<file path="config.mk">
export PLATFORM = sky130hd
export DESIGN_NAME = wb_ddr2_wbuf
export DESIGN_NICKNAME = d
export VERILOG_FILES = /design/src/rtl/wb_ddr2_pkg.sv /design/src/rtl/wb_wbuf_fifo.sv /design/src/rtl/wb_ddr2_wbuf.sv
export SDC_FILE = /design/constraint.sdc
export NUM_CORES = 1
export LEC_CHECK = 0
export BUFFER_PORTS_ARGS = -buffer_cell sky130_fd_sc_hd__buf_2
export CORE_ASPECT_RATIO = 1.4
export CORE_MARGIN = 8
export CORE_UTILIZATION = 30
export DETAILED_ROUTE_END_ITERATION = 12
export PLACE_DENSITY = 0.47
export SLEW_MARGIN = 20
export SYNTH_ARGS = -nofsm -noshare
export SYNTH_HDL_FRONTEND = slang
export SYNTH_SLANG_ARGS = --single-unit
export TNS_END_PERCENT = 1
</file>
<file path="constraint.sdc">
create_clock -name wb_clk -period 5.9 [get_ports wb_clk]
set_input_delay 1.18 -clock wb_clk [delete_from_list [all_inputs] [get_ports wb_clk]]
set_output_delay 1.18 -clock wb_clk [all_outputs]
set_load 0.05 [all_outputs]
</file>
<file path="src/rtl/wb_ddr2_pkg.sv">
// Shared types and constants for the DDR2 posted-write buffer.
//   wbuf_state_t : controller states (idle, draining a write, bus gap, read pass-through)
//   CTI_* / BTE_*: Wishbone cycle-type and burst-type encodings
//   wbuf_entry_t : one queued write {adr, sel, dat} at the default 32-bit widths;
//                  the queue packs entries in this field order, MSB first
package wb_ddr2_pkg;

  typedef enum logic [1:0] {
    ST_IDLE  = 2'd0,
    ST_WRITE = 2'd1,
    ST_GAP   = 2'd2,
    ST_READ  = 2'd3
  } wbuf_state_t;

  localparam logic [2:0] CTI_CLASSIC = 3'b000;
  localparam logic [2:0] CTI_EOB     = 3'b111;
  localparam logic [1:0] BTE_LINEAR  = 2'b00;

  localparam int ENTRY_AW = 32;
  localparam int ENTRY_DW = 32;

  typedef struct packed {
    logic [ENTRY_AW-1:0]   adr;
    logic [ENTRY_DW/8-1:0] sel;
    logic [ENTRY_DW-1:0]   dat;
  } wbuf_entry_t;

endpackage

</file>
<file path="src/rtl/wb_wbuf_fifo.sv">
// Synchronous FIFO holding posted write entries.
//   clk, rst_n : clock, asynchronous active-low reset (empties the queue)
//   push_i     : write din_i; ignored while full
//   pop_i      : drop the head entry; ignored while empty
//   dout_o     : head entry, valid whenever empty_o is low
//   full_o, empty_o, level_o : occupancy, level_o ranges 0..DEPTH
module wb_wbuf_fifo #(
  parameter int DEPTH = 4,
  parameter int W     = 68
) (
  input  logic                     clk,
  input  logic                     rst_n,
  input  logic                     push_i,
  input  logic                     pop_i,
  input  logic [W-1:0]             din_i,
  output logic [W-1:0]             dout_o,
  output logic                     full_o,
  output logic                     empty_o,
  output logic [$clog2(DEPTH):0]   level_o
);

  localparam int PW = $clog2(DEPTH);
  localparam int LW = PW + 1;

  logic [W-1:0]  mem_q [DEPTH];
  logic [PW-1:0] wr_ptr_q, wr_ptr_d;
  logic [PW-1:0] rd_ptr_q, rd_ptr_d;
  logic [LW-1:0] level_q, level_d;
  logic          push_ok, pop_ok;

  // Full is judged on the current level, so a full queue refuses a push
  // even in the cycle it pops.
  assign full_o  = (level_q == LW'(DEPTH));
  assign empty_o = (level_q == '0);
  assign push_ok = push_i & ~full_o;
  assign pop_ok  = pop_i & ~empty_o;

  // DEPTH is a power of two, so the pointers wrap by plain overflow.
  always_comb begin
    wr_ptr_d = wr_ptr_q;
    rd_ptr_d = rd_ptr_q;
    level_d  = level_q;
    if (push_ok) wr_ptr_d = wr_ptr_q + PW'(1);
    if (pop_ok)  rd_ptr_d = rd_ptr_q + PW'(1);
    case ({push_ok, pop_ok})
      2'b10:   level_d = level_q + LW'(1);
      2'b01:   level_d = level_q - LW'(1);
      default: level_d = level_q;
    endcase
  end

  // NOTE: state flops use non-blocking assignments so every flop samples
  // pre-edge values regardless of process ordering.
  always_ff @(posedge clk or negedge rst_n) begin
    if (!rst_n) begin
      wr_ptr_q <= '0;
      rd_ptr_q <= '0;
      level_q  <= '0;
    end else begin
      wr_ptr_q <= wr_ptr_d;
      rd_ptr_q <= rd_ptr_d;
      level_q  <= level_d;
    end
  end

  // NOTE: storage is left unreset; emptiness is tracked by the pointers and
  // level alone, so stale contents are never observed.
  always_ff @(posedge clk) begin
    if (push_ok) mem_q[wr_ptr_q] <= din_i;
  end

  assign dout_o  = mem_q[rd_ptr_q];
  assign level_o = level_q;

endmodule

</file>
<file path="src/rtl/wb_ddr2_wbuf.sv">
// Posted-write buffer in front of one DDR2 wrapper master port.
//   wb_clk, wb_rst_n : clock, asynchronous active-low reset
//   wbs_*            : upstream Wishbone slave; single writes are acked one
//                      cycle after acceptance and queued
//   wbm_*            : downstream Wishbone master; drains the queue as classic
//                      single writes, or mirrors upstream during a read
//   wr_err_o         : sticky, a posted write was answered with err
//   level_o          : queue occupancy
// Reads are only forwarded once the queue is empty, so they observe every
// earlier posted write.
module wb_ddr2_wbuf
  import wb_ddr2_pkg::*;
#(
  parameter int DEPTH = 4,
  parameter int AW    = 32,
  parameter int DW    = 32
) (
  input  logic                   wb_clk,
  input  logic                   wb_rst_n,
  input  logic [AW-1:0]          wbs_adr_i,
  input  logic [DW-1:0]          wbs_dat_i,
  input  logic [DW/8-1:0]        wbs_sel_i,
  input  logic [2:0]             wbs_cti_i,
  input  logic [1:0]             wbs_bte_i,
  input  logic                   wbs_cyc_i,
  input  logic                   wbs_stb_i,
  input  logic                   wbs_we_i,
  output logic [DW-1:0]          wbs_dat_o,
  output logic                   wbs_ack_o,
  output logic                   wbs_err_o,
  output logic                   wbs_rty_o,
  output logic [AW-1:0]          wbm_adr_o,
  output logic [DW-1:0]          wbm_dat_o,
  output logic [DW/8-1:0]        wbm_sel_o,
  output logic [2:0]             wbm_cti_o,
  output logic [1:0]             wbm_bte_o,
  output logic                   wbm_cyc_o,
  output logic                   wbm_stb_o,
  output logic                   wbm_we_o,
  input  logic [DW-1:0]          wbm_dat_i,
  input  logic                   wbm_ack_i,
  input  logic                   wbm_err_i,
  input  logic                   wbm_rty_i,
  output logic                   wr_err_o,
  output logic [$clog2(DEPTH):0] level_o
);

  localparam int SW = DW / 8;
  localparam int EW = AW + SW + DW;

  wbuf_state_t   state_q, state_d;
  logic          ack_q, ack_d;
  logic          wr_err_q, wr_err_d;
  logic          push, pop;
  logic          fifo_full, fifo_empty;
  logic [EW-1:0] head;
  logic [AW-1:0] head_adr;
  logic [SW-1:0] head_sel;
  logic [DW-1:0] head_dat;
  logic          wr_req, rd_req;

  assign wr_req = wbs_cyc_i & wbs_stb_i & wbs_we_i;
  assign rd_req = wbs_cyc_i & wbs_stb_i & ~wbs_we_i;

  // The ack cycle itself never accepts, so a held strobe is not queued twice.
  assign push  = wr_req & ~fifo_full & ~ack_q & (state_q != ST_READ);
  assign ack_d = push;

  assign {head_adr, head_sel, head_dat} = head;

  wb_wbuf_fifo #(
    .DEPTH (DEPTH),
    .W     (EW)
  ) u_fifo (
    .clk     (wb_clk),
    .rst_n   (wb_rst_n),
    .push_i  (push),
    .pop_i   (pop),
    .din_i   ({wbs_adr_i, wbs_sel_i, wbs_dat_i}),
    .dout_o  (head),
    .full_o  (fifo_full),
    .empty_o (fifo_empty),
    .level_o (level_o)
  );

  // NOTE: every signal written here gets a default first, so no path through
  // the case leaves one unassigned and no latch is inferred.
  always_comb begin
    state_d   = state_q;
    pop       = 1'b0;
    wr_err_d  = wr_err_q;
    wbm_adr_o = '0;
    wbm_dat_o = '0;
    wbm_sel_o = '0;
    wbm_cti_o = '0;
    wbm_bte_o = '0;
    wbm_cyc_o = 1'b0;
    wbm_stb_o = 1'b0;
    wbm_we_o  = 1'b0;
    wbs_ack_o = ack_q;
    wbs_err_o = 1'b0;
    wbs_dat_o = '0;

    case (state_q)
      ST_IDLE: begin
        // Queued writes win over a waiting read; the read is held unacked.
        if (!fifo_empty)         state_d = ST_WRITE;
        else if (!ack_q && rd_req) state_d = ST_READ;
      end
      ST_WRITE: begin
        wbm_cyc_o = 1'b1;
        wbm_stb_o = 1'b1;
        wbm_we_o  = 1'b1;
        wbm_cti_o = CTI_CLASSIC;
        wbm_bte_o = BTE_LINEAR;
        wbm_adr_o = head_adr;
        wbm_sel_o = head_sel;
        wbm_dat_o = head_dat;
        if (wbm_ack_i || wbm_err_i) begin
          pop     = 1'b1;
          state_d = ST_GAP;
          if (!wbm_ack_i) wr_err_d = 1'b1;
        end else if (wbm_rty_i) begin
          // Head stays queued and is reissued after the gap.
          state_d = ST_GAP;
        end
      end
      ST_GAP: begin
        // One idle bus cycle lets the wrapper rearbitrate.
        state_d = ST_IDLE;
      end
      ST_READ: begin
        wbm_adr_o = wbs_adr_i;
        wbm_dat_o = wbs_dat_i;
        wbm_sel_o = wbs_sel_i;
        wbm_cti_o = wbs_cti_i;
        wbm_bte_o = wbs_bte_i;
        wbm_cyc_o = wbs_cyc_i;
        wbm_stb_o = wbs_stb_i;
        wbm_we_o  = wbs_we_i;
        wbs_ack_o = wbm_ack_i;
        wbs_err_o = wbm_err_i;
        wbs_dat_o = wbm_dat_i;
        if (!wbs_cyc_i) state_d = ST_IDLE;
      end
      default: state_d = ST_IDLE;
    endcase
  end

  always_ff @(posedge wb_clk or negedge wb_rst_n) begin
    if (!wb_rst_n) begin
      state_q  <= ST_IDLE;
      ack_q    <= 1'b0;
      wr_err_q <= 1'b0;
    end else begin
      state_q  <= state_d;
      ack_q    <= ack_d;
      wr_err_q <= wr_err_d;
    end
  end

  assign wr_err_o  = wr_err_q;
  assign wbs_rty_o = 1'b0;

endmodule

</file>
======== After elaboration in Yosys (flattened, before gate mapping) ========
Memories as Yosys holds them, arrays and structs flattened.
Index checks and enable logic that the tools add are counted.
storage, ports and cells
  bits in writable memories ............... 272
  memories ................................ 1
  flip-flop bits (word level) ............. 11
  bits of input ports ..................... 113
memory list
  memory        words  bits a word  read ports  clocked after Yosys merged registers in  write ports  line                RTL
  u_fifo.mem_q  4      68           1           0                                        1            wb_wbuf_fifo.sv:25  logic [W-1:0] mem_q [DEPTH];
cells by class
  $add $sub $neg .......................... 4
  equal/unequal tests ..................... 10
  reductions and logical operators ........ 8
  multiplexer cells ....................... 22
  bitwise logic cells ..................... 13
operators by type and width
  operator                                             number
  case mux 32 bit (2 select lines)                     2
  2-to-1 mux 32 bit                                    1
  2-to-1 mux 2 bit                                     6
  bitwise AND 1 bit                                    8
  case mux 2 bit (4 select lines)                      1
  case mux 4 bit (2 select lines)                      1
  equality test 2 bit, second input constant           3
  2-to-1 mux 1 bit                                     6
  != test 3 bit, second input constant                 2
  case mux 1 bit (2 select lines)                      3
  case mux 3 bit (2 select lines)                      1
  AND reduction 3 bit                                  2
  NOT 1 bit                                            5
  adder 2 x 1 -> 2 bit, second input constant          2
  equality test 2 x 1 -> 1 bit, second input constant  2
  != test 2 bit, second input constant                 2
  adder 3 x 1 -> 3 bit, second input constant          1
  equality test 3 bit, second input constant           1
  logical NOT 3 bit                                    1
  2-to-1 mux 3 bit                                     1
  subtractor 3 x 1 -> 3 bit, second input constant     1
  logical NOT 2 bit                                    1
  nonzero test 2 bit                                   1
  logical AND 1 bit                                    1
  2 further kinds                                      2

======== Longest topological paths before layout ========
Gate-level depths: netlist (run 1).
  depth after elaboration ................. 8
  mapped depth ............................ 10
  depth with buffers taken out ............ 9

======== Cells and area by module ========
A second synthesis (run 1) with hierarchy kept.
unflattened totals
  cell total of the unflattened synthesis .. 621
  area, all modules ....................... 12020.3 um2
modules (own cells, without submodules)
  module        seq. area each (um2)  cells an instance  times used  area each (um2)
  wb_wbuf_fifo  8343.0                394                1           10313.6
  wb_ddr2_wbuf  100.1                 227                1           1706.6

======== Worst setup path after synthesis (run 1) ========
OpenSTA, ideal clock, no wires.
  path kind ............................... input-to-reg
  start ................................... input port wbs_we_i
  end ..................................... memory u_fifo.mem_q[0][0] (enable)
  cell stages on the path ................. 3
  setup time .............................. 0.433 ns
  buffers on the path ..................... 0
  setup slack ............................. 2.144 ns
  data required time ...................... 5.467 ns
  arrival ................................. 3.322 ns
  path through ............................ inv_1 nor4_4 and2_1
between the ends
  word-level cells in the longest chain between the ends .. 7
RTL lines
  what                                    line                RTL
  start: declaration                      wb_ddr2_wbuf.sv:27  input logic wbs_we_i,
  bitwise AND 1 bit                       wb_ddr2_wbuf.sv:62  assign wr_req = wbs_cyc_i & wbs_stb_i & wbs_we_i;
  bitwise AND 1 bit (3 in series)         wb_ddr2_wbuf.sv:66  assign push = wr_req & ~fifo_full & ~ack_q & (state_q != ST_READ);
  via ack_d                               wb_ddr2_wbuf.sv:52  logic ack_q, ack_d;
  bitwise AND 1 bit                       wb_wbuf_fifo.sv:35  assign push_ok = push_i & ~full_o;
  2-to-1 mux 1 bit                        wb_wbuf_fifo.sv:69  if (push_ok) mem_q[wr_ptr_q] <= din_i;
  2-to-1 mux 1 bit (not written as such)  wb_wbuf_fifo.sv:69
  end: declaration                        wb_wbuf_fifo.sv:25
The timed path passes the listed nets, and every way through them passes these cells.

======== Final worst setup path (run 1) ========
  start ................................... register state_q[0]
  end ..................................... output port wbm_dat_o[22]
between the ends
  word-level cells in the longest chain between the ends .. 2
RTL lines
  what                                                                 line                 RTL
  start: declaration                                                   wb_ddr2_wbuf.sv:51   wbuf_state_t state_q, state_d;
  start signal: assignment                                             wb_ddr2_wbuf.sv:156  state_q <= state_d;
  equality test 2 bit or equality test 2 x 1 -> 1 bit (tied branches)  wb_ddr2_wbuf.sv:104  case (state_q)
  case mux 32 bit (2 select lines) *                                   wb_ddr2_wbuf.sv:104
  end: declaration                                                     wb_ddr2_wbuf.sv:33   output logic [DW-1:0] wbm_dat_o,
Mark *: on every way between the ends. The rest lies on a longest branch, timed or not.

==> out/qor.yml, run 1 <==
dp.cells: 1221
fin_hold_ws_ps: 463.6
synthXorXnorAreaFrac_pct: 0.4586
period_needed_ps: 4674
synth-edff-count: 272
die_w_um: 181.2
hold_class: "reg -> reg"
cts_tree: "built"
slew_headroom_pct: 31.61
numCtsBuffers: 30
slew_viol_final: 0
postCtsSetupBuffers: 0
gr-total-overflow: 0
layout-drive-gt1-share_pct: 44.26
crit_required_ps: 4720
avgSynthCellArea_um2: 20.72
dr.first_iter.drc_count: 297
wirelength_mm: 27.66
drt.antenna.violating_nets: 0
tightest_slew_ps: 1026
cp_data_arrival_time_ps: 3490
finalSetupTns_ps: 0
synth_top_area_cell: "edfxtp_1"
synth.most_common_cell: "edfxtp_1"
clockRootBuffer: "clkbuf_16"
finClkSkew_ps: 10.22
ys_ff_latch: 283
n_antenna_cell: 0
hold_buffers: 0
critPathMaxFanout: 47
place.gp.congestion: 0.7526
synth_warnings: 0
power_density_mw_per_mm2: 519.6
synth-main-ff-cell: "edfxtp_1"
initial_utilization_pct: 30.45
core_mm2: 0.03763
post_drt_wl_per_cell_um: 21.69
yosys.area_share.adder_pct: 0.7207
synth_compound_area_share_pct: 5.995
ys_top_cells_by_area: "edfxtp_1, mux4_2, a22o_1"
drcViolationCount: 0
setup_violations: 0
dieArea_mm2: 0.04479
port_buffers: 226
vias_per_cell: 4.845
synthTopCellsByCount: "edfxtp_1, a22o_1, mux4_2"
h-tree-depth: 1
status: "finished clean"
clk_latency_ps: 560
cts-resized-gates: 0
die_h_um: 247.2
seqCellArea_mm2: 0.008449
yosysSeqAreaShare_pct: 73.68
synthSimpleGateAreaFrac_pct: 2.992
synth_cells: 553
io_pins: 228
areaGrowthSynthToFinish_pct: 22.11
critical_path_class: "reg -> out"
syn-num-nets: 672
num_rows: 84
dp_hpwl_mm: 17.66
multi_input_area_mm2: 0.002755
finalNonFillerCells: 1275
leakagePower_uw: 0.005239
nets: 899
antenna_found_initial: 0
yosysUniqueCellTypes: 34
cts.path.max_buffers: 3
cap_violations: 0
syn-cell-area_mm2: 0.01146
synth_top_family_by_area: "multiplexers"
firstDrtPassIters: 4
synthMuxAreaShare_pct: 13.68
synth_top_area_share_pct: 71.28
grt_max_degree: 72
grtUsageTotal_pct: 11.92
grt_pass1_vias: 6799
hold_violations: 0
fillers: 3561
grt_first_pass_wirelength_mm: 41.63
peakVddDrop_v: 0.0002636
start_kind: "flop"
rsz0062_at_grt: "no"
worstSetupEndpointType: "primary output"
cts_sinks: 283
fin_crit_sh_pct: 79.22
ys_async_sr_fraction_pct: 3.887
fmax_mhz: 214.0
clk_pin_slew_ps: 60
num_vias: 6178
## kinds of logic after synthesis
logic type,Yosys count
buffers and inverters,53
adder cells (fa/ha/maj),6
flip-flops,283
multiplexers,71
AO/OA/AOI/OAI,79
XOR/XNOR,6
AND/OR/NAND/NOR,54
other,1
## routing by layer
metal / vias to the layer above / wire (um) / GRT usage, %
met2: 137 / 14930 / 21.70
met1: 3222 / 11060 / 14.07
met3: 39 / 1021 / 2.042
met4: 0 / 641 / 3.963
met5: - / 0 / 0
li1: 2780 / - / -
## sequential cells by signal, indices dropped and copies added, names as in the netlist
register         cells
wr_err_o             1
u_fifo.wr_ptr_q      2
state_q              2
u_fifo.rd_ptr_q      2
u_fifo.mem_q       272
ack_q                1
u_fifo.level_o       3
## power breakdown
group          internal (uW)  switching (uW)  leakage (uW)
logic                    981            1960       0.00222
registers               2340             232       0.00258
clock network           1020             726      0.000436
total                   4350            2920       0.00524
## cell type report
cell class              count  area share (%)
repair buffers            238           8.906
clock inverters            10          0.7780
multi-input cells         217           19.69
flip-flops and latches    283           60.39
well taps                 473           4.230
clock buffers              44           5.741
inverters                  10          0.2683
## cells in the final DEF, fill, tap and decap left out, types with 3 or more instances in the layout
cell	instances
nor2_1	3
inv_1	10
and2_4	4
a21boi_0	3
a22o_1	70
mux4_2	68
dfrtp_1	8
buf_2	226
edfxtp_1	272
buf_4	10
xor2_1	4
and3_1	38
clkbuf_16	30
clkinv_1	4
ha_1	5
clkbuf_1	14
## worst paths after layout
check / slack, ps / end / cells past startpoint / startpoint
setup / recovery: 1230 / wbm_dat_o[22] / 4 / state_q[0]
hold / removal: 460 / wr_err_o / 1 / wr_err_o
max in group asynchronous: 5150 / u_fifo.rd_ptr_q[0] / 1 / wb_rst_n
setup reg to reg: 2290 / u_fifo.mem_q[1][52] / 4 / state_q[0]
hold reg to reg: 460 / wr_err_o / 1 / wr_err_o
min in group asynchronous: 500 / ack_q / 1 / wb_rst_n
## metrics by stage
stage	cell area (um^2)	util, %	power [uW]	worst slack [ps]
final	13990	37.19	7270	1226
after global routing	13990	37.19	7631	908.3
after CTS	13990	37.18	7418	1097
after detailed placement	13080	34.76	5632	1707
after global placement	13080	34.76	5630	1814
after floorplan	11460	-	4931	2144
## critical path, stage by stage, from the launching register on
cell,delay (ps)
dfrtp_1,1020
and2_2,850
buf_4,510
a22o_1,230
buf_2,260
(Power assumes the default switching activity.)
==> inputs of run 2 (changes only) <==
- ABC_AREA: unset -> 1
- PLACE_DENSITY: 0.47 -> 0.46
- clock period: 5.9 -> 4.3 ns (I/O delays scaled with it)
==> run 2 against run 1 <==
Via count up 37%. Sequential share of layout area is 2.6 points lower. Flip-flop and latch count stayed put. Synthesized area up 5.1%. Highest routed layer is now met5.
==> out/qor.yml, run 2 <==
postCtsSetupBuffers: 0
core_mm2: 0.03995
grt_pass1_vias: 8959
synth.most_common_cell: "nand2_1"
crit_start: "u_fifo.rd_ptr_q[0]"
power.share.switching_pct: 46.02
synth_cells: 1120
p_switching_uw: 4840
start_kind: "flop"
ys_ff_latch: 283
rr_worst_depth: 10
status: "finished clean"
wirelength_mm: 32.19
nets: 1450
synth-edff-count: 272
num_vias: 8456
cts-resized-gates: 0
grt_max_degree: 138
reg2reg_from: "state_q[0]"
fmax_mhz: 306.4
h-tree-depth: 1
pre_cts_slack_ps: 1521
rsz0062_at_grt: "no"
layout-drive-gt1-share_pct: 21.78
peakVddDrop_v: 0.0005659
fin_crit_sh_pct: 75.90
initial_utilization_pct: 30.15
slew_viol_final: 0
firstDrtPassIters: 4
synthTopCellsByCount: "nand2_1, edfxtp_1, nand3_1"
cts_tree: "built"
critical_path_class: "reg -> out"
setup_violations: 0
ys_async_sr_fraction_pct: 3.887
clockPowerShare_pct: 22.7
port_buffers: 226
place.gp.congestion: 0.7675
ys_top_cells_by_area: "edfxtp_1, nand2_1, nand3_1"
hold_buffers: 0
period_needed_ps: 3264
avgSynthCellArea_um2: 10.75
crit_end: "wbm_adr_o[27]"
critPathMaxFanout: 41
hold_class: "in -> async"
cp_data_arrival_time_ps: 2400
syn-num-nets: 1239
antenna_found_initial: 3
dp_hpwl_mm: 19.03
numCtsBuffers: 28
largest_reg_flops: 272
synth-main-ff-cell: "edfxtp_1"
r2r-end: "u_fifo.level_o[2]"
drcViolationCount: 0
drt.antenna.violating_nets: 0
slew_headroom_pct: 30.05
clk_pin_slew_ps: 60
cts.path.max_buffers: 3
worstSetupEndpointType: "primary output"
combPwrFrac_pct: 46.2
tightest_slew_ps: 1049
hold_violations: 0
finalSetupTns_ps: 0
dr.first_iter.drc_count: 399
die_w_um: 185.3
areaGrowthSynthToFinish_pct: 21.42
gr-total-overflow: 0
crit_required_ps: 3440
clk_latency_ps: 540
finClkSkew_ps: 7.882
largest_register: "u_fifo.mem_q"
cap_violations: 0
power_frac_seq_pct: 31.1
clockRootBuffer: "clkbuf_16"
syn-cell-area_mm2: 0.01204
die_h_um: 253.1
synth_top_area_cell: "edfxtp_1"
power.internal_uw: 5677
synth_top_area_share_pct: 67.82
vias_per_cell: 4.486
dieArea_mm2: 0.04690
r2r_slack_ps: 1610
final_common_cell: "nand2_1"
io_pins: 228
post_drt_wl_per_cell_um: 17.07
utilization_pct: 36.60
yosysSeqAreaShare_pct: 70.11
power_density_mw_per_mm2: 719.2
most-common-layout-cells: "nand2_1, edfxtp_1, buf_2"
synth_warnings: 0
fillers: 3992
num_rows: 87
grtUsageTotal_pct: 13.81
cts_sinks: 283
leakagePower_uw: 0.006148
grt_first_pass_wirelength_mm: 50.36
fin_ws_ps: 1036
yosysUniqueCellTypes: 21
run 2: cell count changes in the layout (fill, tap and decap cells not counted), moves of 5 or more:
cell and delta:
nand2_1 +429, nand3_1 +207, a22o_1 -70, mux4_2 -68
inv_1 +48, nor2_1 +44, and3_1 -38, clkbuf_1 -7
buf_4 +5
run 2: kinds of logic after synthesis:
kind of cell,synth area share (%)
AND/OR/NAND/NOR,23.78
flip-flops,70.11
buffers and inverters,4.748
AO/OA/AOI/OAI,0.3532
adder cells (fa/ha/maj),0.6857
XOR/XNOR,0.2910
other,0.03114
run 2: power groups by stage:
stage	sequential, uW	clock, uW	combinational, uW
floorplan	3370	0	3600
global placement	3330	0	4970
detailed placement	3330	0	4990
CTS	3270	2460	5000
global route	3290	2570	5340
finish	3270	2390	4860
run 2: layout make-up:
type | count | area, um^2 | share of cell area, %
Multi-Input combinational cell | 710 | 3058 | 20.91
Timing Repair Buffer | 245 | 1324 | 9.053
Inverter | 63 | 239.0 | 1.634
Sequential cell | 283 | 8448 | 57.77
Clock inverter | 13 | 131.4 | 0.8984
Clock buffer | 36 | 752.0 | 5.142
Tap cell | 534 | 668.1 | 4.569
Antenna cell | 1 | 2.502 | 0.01711
run 2: critical path, cell delays in order, from the launching register on:
cell and delay (ps):
dfrtp_4 500, inv_4 370, buf_4 340, nand2_1 80, nand3_1 80, nand3_1 130
nand2_1 100, buf_2 260
run 2: layer usage:
layer	GRT usage (%)	share of wire, %	vias to the layer above
met5	0	0.071	-
met4	4.056	2.2	4
met3	3.288	6.7	49
met2	24.25	49	236
met1	16.48	42	3984
li1	-	-	4183
run 2: worst min-delay path by stage:
stage / cells past startpoint / slack (ps) / end / from
floorplan: 2 / 500 / u_fifo.wr_ptr_q[1] / u_fifo.wr_ptr_q[1]
global placement: 2 / 470 / wr_err_o / wr_err_o
detailed placement: 2 / 470 / wr_err_o / wr_err_o
CTS: 1 / 190 / u_fifo.rd_ptr_q[0] / wb_rst_n
global route: 1 / 200 / u_fifo.rd_ptr_q[0] / wb_rst_n
finish: 1 / 210 / u_fifo.rd_ptr_q[0] / wb_rst_n
run 2: stage by stage:
| step | std cells | cell area, um^2 | power, uW | hold WS [ps] |
|---|---|---|---|---|
| 2_1_floorplan | 1120 | 12040 | 6979 | 499.2 |
| 3_3_place_gp | 1835 | 13740 | 8297 | 471.6 |
| 3_5_place_dp | 1835 | 13740 | 8323 | 470.5 |
| 4_1_cts | 1884 | 14620 | 10730 | 188.2 |
| 5_1_grt | 1884 | 14620 | 11200 | 201.8 |
| 6_report | 1885 | 14620 | 10520 | 205.6 |
==> inputs of run 3 (changes only) <==
- clock period: 4.3 -> 3.4 ns (I/O delays scaled with it)
==> run 3 against run 2 <==
Power is 25% higher. Flip-flop and latch count did not move. Die area did not move. First-iteration DRC count fell by 14%. Global-route usage decreased by 0.067 points. Critical path depth unchanged.
==> out/qor.yml, run 3 (same netlist as run 2, synthesis figures left out) <==
firstDrtPassIters: 4
cap_violations: 0
power_density_mw_per_mm2: 900.1
slew_headroom_pct: 32.32
die_w_um: 185.3
r2r_slack_ps: 1200
slew_viol_final: 0
gr-total-overflow: 0
clk_latency_ps: 560
cts_tree: "built"
critical_path_class: "reg -> out"
finClkSkew_ps: 30.01
multi_input_area_mm2: 0.003058
crit_required_ps: 2720
grtUsageTotal_pct: 13.74
vias_per_cell: 4.506
num_vias: 8525
largest_reg_flops: 272
critPathMaxFanout: 38
grt_pass1_vias: 8790
fin_crit_sh_pct: 94.29
grt_max_degree: 78
io_pins: 228
start_kind: "flop"
clockRootBuffer: "clkbuf_16"
clk_pin_slew_ps: 60
initial_utilization_pct: 30.15
final_common_cell: "nand2_1"
post_drt_wl_per_cell_um: 17.33
peakVddDrop_v: 0.0004791
rsz0062_at_grt: "no"
hold_class: "in -> reg"
place.gp.congestion: 0.7251
fillers: 3975
status: "finished clean"
num_rows: 87
min_path_cells: 1
fin_ws_ps: 194.1
cts_sinks: 283
grt_first_pass_wirelength_mm: 49.88
pre_cts_slack_ps: 738.1
largest_register: "u_fifo.mem_q"
dp_hpwl_mm: 19.61
nets: 1455
leakagePower_uw: 0.006155
period_needed_ps: 3206
drt.antenna.violating_nets: 0
hold_violations: 0
cp_data_arrival_time_ps: 2530
die_h_um: 253.1
cts.path.max_buffers: 3
areaGrowthSynthToFinish_pct: 21.65
worstSetupEndpointType: "primary output"
wirelength_mm: 32.79
rr_worst_depth: 9
setup_violations: 0
numCtsBuffers: 29
dr.first_iter.drc_count: 345
totalPowerFinal_uw: 13190
layout-drive-gt1-share_pct: 22.05
seqCellArea_mm2: 0.008448
finalSetupTns_ps: 0
fin_hold_ws_ps: 346.8
tightest_slew_ps: 1015
antenna_found_initial: 5
core_mm2: 0.03995
most-common-layout-cells: "nand2_1, edfxtp_1, buf_2"
dieArea_mm2: 0.04690
h-tree-depth: 1
fmax_mhz: 311.9
port_buffers: 226
drcViolationCount: 0
## run 3: cell count changes in the layout (fill, tap and decap cells not counted), sizes merged
cell / before / now
buf: 245 / 248
bufinv: 3 / 0
clkbuf: 36 / 38
clkinv: 10 / 12
diode: 1 / 2
dlygate4sd3: 0 / 1
inv: 63 / 64
## run 3: path summary, 6_finish.rpt
kind                                  endpoint          startpoint
min reg2reg                           wr_err_o            wr_err_o
max reg2reg                  u_fifo.level_o[2]   u_fifo.level_o[0]
max in group asynchronous   u_fifo.rd_ptr_q[1]            wb_rst_n
min in group asynchronous   u_fifo.wr_ptr_q[1]            wb_rst_n
max                              wbm_adr_o[19]  u_fifo.rd_ptr_q[0]
min                        u_fifo.mem_q[3][14]       wbs_dat_i[14]
## run 3: per-stage QoR
step                cells  instance area (um^2)  util [%]
floorplan            1120                 12040         -
global placement     1838                 13810     34.57
detailed placement   1838                 13810     34.57
CTS                  1890                 14650     36.66
global route         1890                 14650     36.66
finish               1892                 14650     36.67
## run 3: timing repair
| action | 4_1_cts | 5_1_grt |
|---|---|---|
| gates resized for setup | 0 | 0 |
| endpoints found under the hold margin | 11 | 0 |
| hold buffers | 1 | 0 |
| setup buffers | 0 | 0 |
## run 3: cell type report
| class | instances | area share, % |
|---|---|---|
| multi-input cells | 710 | 20.87 |
| clock inverters | 13 | 0.4526 |
| repair buffers | 249 | 9.599 |
| diodes | 2 | 0.03416 |
| clock buffers | 38 | 5.184 |
| flip-flops and latches | 283 | 57.67 |
| inverters | 63 | 1.631 |
| well taps | 534 | 4.561 |
## run 3: critical path, stage by stage (launching register included)
cell     delay (ps)
dfrtp_4         630
inv_4           360
buf_12          260
nand2_1          70
nand3_1          70
nand3_1          90
nand2_1         130
buf_2           280
## run 3: routing by layer
metal	track usage (%)	routed length [um]	part of all wire [%]
met2	24.99	16680	51
met5	0	34	0.10
met1	15.91	13580	41
met3	2.685	1771	5.4
met4	4.331	726	2.2
## run 3: report_power, final
part / internal, uW / switching (uW)
sequential: 4050 / 141
clock: 1560 / 1270
combinational: 1400 / 4760
